**config.mk**
```make
export PLATFORM = sky130hd
export DESIGN_NAME = id_alloc_table
export DESIGN_NICKNAME = d
export VERILOG_FILES = /design/src/rtl/id_alloc_pkg.sv /design/src/rtl/id_alloc_table_prio_enc.sv /design/src/rtl/id_alloc_table.sv
export SDC_FILE = /design/constraint.sdc
export NUM_CORES = 1
export LEC_CHECK = 0
export ABC_AREA = 0
export CAP_MARGIN = 20
export CORE_AREA = 2 2 111 113
export DETAILED_ROUTE_END_ITERATION = 12
export DIE_AREA = 0 0 113 115
export PLACE_DENSITY = 0.79
export RECOVER_POWER = 100
export SYNTH_ARGS = -nofsm -noshare
export SYNTH_HDL_FRONTEND = slang
export SYNTH_HIERARCHICAL = 1
export SYNTH_SLANG_ARGS = --single-unit
```
**constraint.sdc**
```tcl
create_clock -name clk -period 5.6 [get_ports clk]
set_input_delay 0.56 -clock clk [delete_from_list [all_inputs] [get_ports clk]]
set_output_delay 0.56 -clock clk [all_outputs]
set_load 0.01 [all_outputs]
```
**src/rtl/id_alloc_pkg.sv**
```systemverilog
// Shared constants, uid split helpers and the free-response record for the
// ROB front-end ID remapping table.
package id_alloc_pkg;

    localparam int DEF_ID_WIDTH  = 4;
    localparam int DEF_NUM_ROWS  = 4;
    localparam int DEF_NUM_COLS  = 4;
    localparam int DEF_UID_WIDTH = $clog2(DEF_NUM_ROWS) + $clog2(DEF_NUM_COLS);

    typedef struct packed {
        logic                     valid;
        logic [DEF_ID_WIDTH-1:0]  orig_id;
        logic [DEF_UID_WIDTH-1:0] uid;
        logic                     err;
    } free_rsp_t;

    // A unique ID is {row, col}; col occupies the low col_w bits.
    function automatic int uid_row(input int unsigned uid, input int col_w);
        return int'(uid >> col_w);
    endfunction

    function automatic int uid_col(input int unsigned uid, input int col_w);
        return int'(uid & ((32'd1 << col_w) - 32'd1));
    endfunction

endpackage

```
**src/rtl/id_alloc_table_prio_enc.sv**
```systemverilog
// Lowest-index priority encoder with a found flag.
module prio_enc #(
    parameter int N = 4,
    localparam int W = (N > 1) ? $clog2(N) : 1
) (
    input  logic [N-1:0] i_req,
    output logic [W-1:0] o_idx,
    output logic         o_found
);

    // Scan high to low so the lowest set bit is the last one written.
    always_comb begin
        o_idx   = '0;
        o_found = 1'b0;
        for (int i = N - 1; i >= 0; i--) begin
            if (i_req[i]) begin
                o_idx   = W'(i);
                o_found = 1'b1;
            end
        end
    end

endmodule

```
**src/rtl/id_alloc_table.sv**
```systemverilog
// Remaps original transaction IDs to unique {row, col} IDs. One bound row per
// original ID keeps ordering; each column is one in-flight slot.
module id_alloc_table
    import id_alloc_pkg::*;
#(
    parameter int ID_WIDTH = DEF_ID_WIDTH,
    parameter int NUM_ROWS = DEF_NUM_ROWS,
    parameter int NUM_COLS = DEF_NUM_COLS,
    localparam int ROW_W     = $clog2(NUM_ROWS),
    localparam int COL_W     = $clog2(NUM_COLS),
    localparam int UID_WIDTH = ROW_W + COL_W,
    localparam int CNT_W     = $clog2(NUM_ROWS * NUM_COLS + 1)
) (
    input  logic                 clk,
    input  logic                 rst_n,
    // Alloc: transfer happens on alloc_valid && alloc_ready; ready never looks at free_*.
    input  logic                 alloc_valid,
    input  logic [ID_WIDTH-1:0]  alloc_orig_id,
    output logic                 alloc_ready,
    output logic [UID_WIDTH-1:0] alloc_uid,
    input  logic                 free_valid,
    input  logic [UID_WIDTH-1:0] free_uid,
    output logic                 free_rsp_valid,
    output logic [ID_WIDTH-1:0]  free_rsp_orig_id,
    output logic [UID_WIDTH-1:0] free_rsp_uid,
    output logic                 free_rsp_err,
    output logic [CNT_W-1:0]     outstanding_cnt,
    output logic                 full,
    output logic                 empty
);

    localparam int NUM_SLOTS = NUM_ROWS * NUM_COLS;
    localparam int RCNT_W    = COL_W + 1;

    logic [NUM_ROWS-1:0] r_bound;
    logic [ID_WIDTH-1:0] r_bound_id [NUM_ROWS];
    logic [COL_W-1:0]    r_col_ptr  [NUM_ROWS];
    logic [RCNT_W-1:0]   r_row_cnt  [NUM_ROWS];
    logic [NUM_SLOTS-1:0] r_slot_busy;
    logic [ID_WIDTH-1:0] r_slot_id  [NUM_SLOTS];
    logic [CNT_W-1:0]    r_cnt;

    logic                 r_rsp_valid;
    logic [ID_WIDTH-1:0]  r_rsp_orig_id;
    logic [UID_WIDTH-1:0] r_rsp_uid;
    logic                 r_rsp_err;

    logic [NUM_ROWS-1:0]  w_hit_vec;
    logic [NUM_ROWS-1:0]  w_unbound_vec;
    logic [ROW_W-1:0]     w_hit_idx;
    logic [ROW_W-1:0]     w_unb_idx;
    logic                 w_hit_found;
    logic                 w_unb_found;
    logic [ROW_W-1:0]     w_tgt_row;
    logic [COL_W-1:0]     w_tgt_col;
    logic                 w_fire;
    logic [ROW_W-1:0]     w_free_row;
    logic [COL_W-1:0]     w_free_col;
    logic [UID_WIDTH-1:0] w_free_slot;
    logic                 w_free_busy;
    logic                 w_free_legal;
    logic [NUM_ROWS-1:0]  w_row_inc;
    logic [NUM_ROWS-1:0]  w_row_dec;
    logic [RCNT_W-1:0]    w_row_cnt_nxt [NUM_ROWS];

    always_comb begin
        for (int r = 0; r < NUM_ROWS; r++) begin
            w_hit_vec[r] = r_bound[r] && (r_bound_id[r] == alloc_orig_id);
        end
    end

    assign w_unbound_vec = ~r_bound;

    prio_enc #(.N(NUM_ROWS)) u_hit_enc (
        .i_req   (w_hit_vec),
        .o_idx   (w_hit_idx),
        .o_found (w_hit_found)
    );

    prio_enc #(.N(NUM_ROWS)) u_unbound_enc (
        .i_req   (w_unbound_vec),
        .o_idx   (w_unb_idx),
        .o_found (w_unb_found)
    );

    // A hit row never falls back to a fresh row: a full hit-row stalls.
    assign w_tgt_row   = w_hit_found ? w_hit_idx : w_unb_idx;
    assign w_tgt_col   = r_col_ptr[w_tgt_row];
    assign alloc_uid   = {w_tgt_row, w_tgt_col};
    assign alloc_ready = w_hit_found ? !r_slot_busy[alloc_uid] : w_unb_found;
    assign w_fire      = alloc_valid && alloc_ready;

    assign w_free_row   = ROW_W'(uid_row(32'(free_uid), COL_W));
    assign w_free_col   = COL_W'(uid_col(32'(free_uid), COL_W));
    assign w_free_slot  = {w_free_row, w_free_col};
    assign w_free_busy  = r_slot_busy[w_free_slot];
    assign w_free_legal = free_valid && w_free_busy;

    always_comb begin
        for (int r = 0; r < NUM_ROWS; r++) begin
            w_row_inc[r]     = w_fire && (w_tgt_row == ROW_W'(r));
            w_row_dec[r]     = w_free_legal && (w_free_row == ROW_W'(r));
            w_row_cnt_nxt[r] = r_row_cnt[r] + RCNT_W'(w_row_inc[r]) - RCNT_W'(w_row_dec[r]);
        end
    end

    always_ff @(posedge clk or negedge rst_n) begin
        if (!rst_n) begin
            r_bound <= '0;
            for (int r = 0; r < NUM_ROWS; r++) begin
                r_bound_id[r] <= '0;
                r_col_ptr[r]  <= '0;
                r_row_cnt[r]  <= '0;
            end
        end else begin
            for (int r = 0; r < NUM_ROWS; r++) begin
                r_row_cnt[r] <= w_row_cnt_nxt[r];
                if (w_row_cnt_nxt[r] == '0) begin
                    r_bound[r]    <= 1'b0;
                    r_bound_id[r] <= '0;
                    r_col_ptr[r]  <= '0;
                end else if (w_row_inc[r]) begin
                    r_bound[r]    <= 1'b1;
                    r_bound_id[r] <= alloc_orig_id;
                    r_col_ptr[r]  <= r_col_ptr[r] + COL_W'(1);
                end
            end
        end
    end

    // Alloc and legal free never target the same slot, so set and clear are disjoint.
    always_ff @(posedge clk or negedge rst_n) begin
        if (!rst_n) begin
            r_slot_busy <= '0;
            for (int s = 0; s < NUM_SLOTS; s++) begin
                r_slot_id[s] <= '0;
            end
        end else begin
            if (w_fire) begin
                r_slot_busy[alloc_uid] <= 1'b1;
                r_slot_id[alloc_uid]   <= alloc_orig_id;
            end
            if (w_free_legal) begin
                r_slot_busy[w_free_slot] <= 1'b0;
            end
        end
    end

    always_ff @(posedge clk or negedge rst_n) begin
        if (!rst_n) begin
            r_cnt         <= '0;
            r_rsp_valid   <= 1'b0;
            r_rsp_orig_id <= '0;
            r_rsp_uid     <= '0;
            r_rsp_err     <= 1'b0;
        end else begin
            r_cnt       <= r_cnt + CNT_W'(w_fire) - CNT_W'(w_free_legal);
            r_rsp_valid <= free_valid;
            r_rsp_err   <= free_valid && !w_free_busy;
            if (free_valid) begin
                r_rsp_orig_id <= r_slot_id[w_free_slot];
                r_rsp_uid     <= free_uid;
            end
        end
    end

    assign free_rsp_valid   = r_rsp_valid;
    assign free_rsp_orig_id = r_rsp_orig_id;
    assign free_rsp_uid     = r_rsp_uid;
    assign free_rsp_err     = r_rsp_err;
    assign outstanding_cnt  = r_cnt;
    assign full             = (r_cnt == CNT_W'(NUM_SLOTS));
    assign empty            = (r_cnt == '0);

endmodule

```
==> out/qor.yml <==
status: "complete, but fails checks"
violations: "DRC, capacitance limit, slew limit"
initial_core_util: 0.596
yosysUniqueCellTypes: 55
post_cts_resized: 0
syn_inst: 567
h-tree-depth: 4
irDropWorstVdd_uv: 258
grt_pass1_wl_mm: 26.4
setup_viol: 0
grt_pass1_vias: 5042
timing.fmax_mhz: 186
hold_viol: 0
critical_path.cell_chain: "clkdlybuf4s50_1, xnor2_1, nand3_1, nor3_1, nor2_1, nand2_1, mux2i_4, inv_4, mux2i_4, mux2_4, and2_4, a211oi_4, or2_1, nand2_2, ha_1, inv_1, ha_1, fa_1, xor2_1, xnor2_1, or3_1, nand2_1, mux2i_1"
clockRootBuffer: "clkbuf_16"
gp_congestion: 0.928
synth.cell_area_um2: 7040
cp-start-kind: "input pin"
drive_gt1_frac: 0.251
remaining_drc_errors: 4
port_buffers: 33
numCtsBuffers: 17
antenna_left: 0
slew_viol_final: 130
dieHeight_um: 115
reg2reg_depth: 22
p_leak_nw: 3.66
grt-ovfl-total: 0
core_area_um2: 11800
fin_crit_sh: 0.960
num_vias: 4761
skew_ns: 0.0123
drt-total-wl_mm: 16.3
drt_pass1_iterations: 9
grt_antenna_before_repair: 0
critPathMaxStageDelay_ns: 0.68
tightest_slew_ns: 2.93
yosysTopAreaCell: "dfrtp_1"
drtIter0Drc: 364
synth_flop_cell: "dfrtp_1"
layout_min_cycle_time_ns: 5.38
grt_start_max_net_pins: 82
clk_pin_slew_ns: 0.06
synth.area.top_cells: "dfrtp_1 48%, mux2_2 11%, mux4_2 8.0%"
postCtsSetupRepairBufs: 0
avgRoutedWirePerCell_um: 21.2
hp-start: "r_row_cnt[5]"
clockBufferDepth: 2
n_antenna_cell: 0
cts.sinks: 135
crit_fanout: 11
pre_cts_ws_ns: -0.147
post-dp-hpwl_mm: 11.2
synth_most_common_cell: "dfrtp_1"
rows: 40
cts_tree: "yes"
synthTopCellsByCount: "135 x dfrtp_1, 71 x mux2_2, 40 x nand2_1"
crit_type: "input pin to flip-flop"
async_flop_share: 1.00
syn_area_per_cell_um2: 12.4
synth_nets: 598
power_w: 0.00496
clk_latency_ns: 0.42
yosysSeqAreaShare: 0.480
min_path_type: "flip-flop to flip-flop"
fin_nets: 643
hold_depth: 1
synth_edf_count: 0
fillers: 805
grt_usage: 0.269
holdPathEnd: "r_row_cnt[5]"
viasPerCell: 6.17
yosys_register_bits: 135
area_growth_pct: 14.7
yosysWarnings: 6
critPathSlowestCell: "clkdlybuf4s50_1"
power_density_nw_per_um2: 614
yosysTopAreaCellShare: 0.480
critical-path-top-delay-family: "simple AND/OR/NAND/NOR gates"
io-pin-count: 34
timing.rr.end: "r_bound_id[4]"
r2r-start: "r_bound_id[3]"
reg2reg_slack_ns: 0.67
cp_num_buf_inv: 3
cp.required_ns: 5.88
die_area_um2: 13000
rsz0062_at_grt: "no"
arrival_ns: 5.66
slew_headroom: -0.951
hold_buffers: 0
end_kind: "flip-flop"
maxCapViolations: 2
worst_slack_ns: 0.222
die_x_um: 113
worst max-delay path by stage:
| stage | from | to | cells past startpoint |
|---|---|---|---|
| floorplan | alloc_orig_id[1] | r_col_ptr[2] | 26 |
| CTS | alloc_orig_id[3] | r_bound_id[4] | 23 |
| global route | alloc_orig_id[3] | r_col_ptr[1] | 24 |
| finish | alloc_orig_id[3] | r_bound_id[4] | 23 |
| global placement | alloc_orig_id[3] | r_col_ptr[2] | 22 |
| detailed placement | alloc_orig_id[3] | r_bound_id[4] | 23 |
flip-flops by register name, indices dropped and copies added (netlist names):
register          count
outstanding_cnt       5
r_row_cnt            12
r_slot_id            64
r_bound               4
r_bound_id           16
free_rsp_valid        1
r_slot_busy          16
free_rsp_orig_id      4
free_rsp_err          1
free_rsp_uid          4
r_col_ptr             8
final cells by class:
class | count | area, um^2 | area share
repair buffers | 55 | 448 | 0.0555
flip-flops and latches | 135 | 3380 | 0.418
well taps | 147 | 184 | 0.0228
inverters | 38 | 148 | 0.0183
clock buffers | 19 | 453 | 0.0561
multi-input cells | 365 | 3270 | 0.405
clock inverters | 13 | 191 | 0.0237
report_power, final:
part           leakage [nW]  internal, W  total [W]  switching, W
logic                  1.67     0.000984    0.00205       0.00106
clock network         0.307     0.000774    0.00121      0.000437
registers              1.68      0.00141    0.00170      0.000289
total                  3.66      0.00317    0.00496       0.00179
cell usage in the layout, fill, tap and decap left out, types with 5 or more instances in the layout:
| master | count |
|---|---|
| nand3_1 | 13 |
| dlygate4sd3_1 | 22 |
| mux2i_1 | 22 |
| a21oi_1 | 20 |
| mux2_2 | 67 |
| mux4_2 | 25 |
| mux2_4 | 5 |
| xnor2_1 | 22 |
| nand2_1 | 40 |
| clkdlybuf4s50_1 | 9 |
| nand2b_1 | 7 |
| xor2_1 | 8 |
| clkbuf_16 | 17 |
| o21ai_0 | 6 |
| ha_1 | 14 |
| nor2_1 | 35 |
| inv_1 | 36 |
| dfrtp_1 | 135 |
| nor3_1 | 20 |
| buf_4 | 11 |
| o22a_1 | 7 |
| fa_1 | 5 |
| clkbuf_1 | 10 |
layer usage:
| layer | up-vias | global-route usage | part of all wire |
|---|---|---|---|
| li1 | 2092 | - | - |
| met1 | 2430 | 0.353 | 0.42 |
| met2 | 183 | 0.432 | 0.49 |
| met3 | 56 | 0.0527 | 0.058 |
| met4 | 0 | 0.138 | 0.038 |
| met5 | - | 0 | 0 |
cell families (layout without fill, tap and decap cells):
family                   count (synthesis)  count (layout)  synth area share
AO/OA/AOI/OAI                           57              57            0.0583
XOR/XNOR                                30              30            0.0373
adder cells (fa/ha/maj)                 19              19            0.0391
buffers and inverters                   67             125            0.0409
flip-flops                             135             135             0.480
multiplexers                           125             125             0.242
AND/OR/NAND/NOR                        134             134             0.102
through the flow:
| step | utilization | setup TNS [ns] | hold slack, ns | area (um^2) | instances |
|---|---|---|---|---|---|
| after floorplan | - | 0 | 0.264 | 7040 | 567 |
| after global placement | 0.641 | 0 | 0.451 | 7570 | 739 |
| after detailed placement | 0.641 | -0.932 | 0.466 | 7570 | 739 |
| after CTS | 0.695 | 0 | 0.105 | 8210 | 771 |
| after global routing | 0.683 | 0 | 0.491 | 8070 | 772 |
| final | 0.683 | 0 | 0.469 | 8070 | 772 |
No activity file was read; power rests on OpenSTA's default activity.
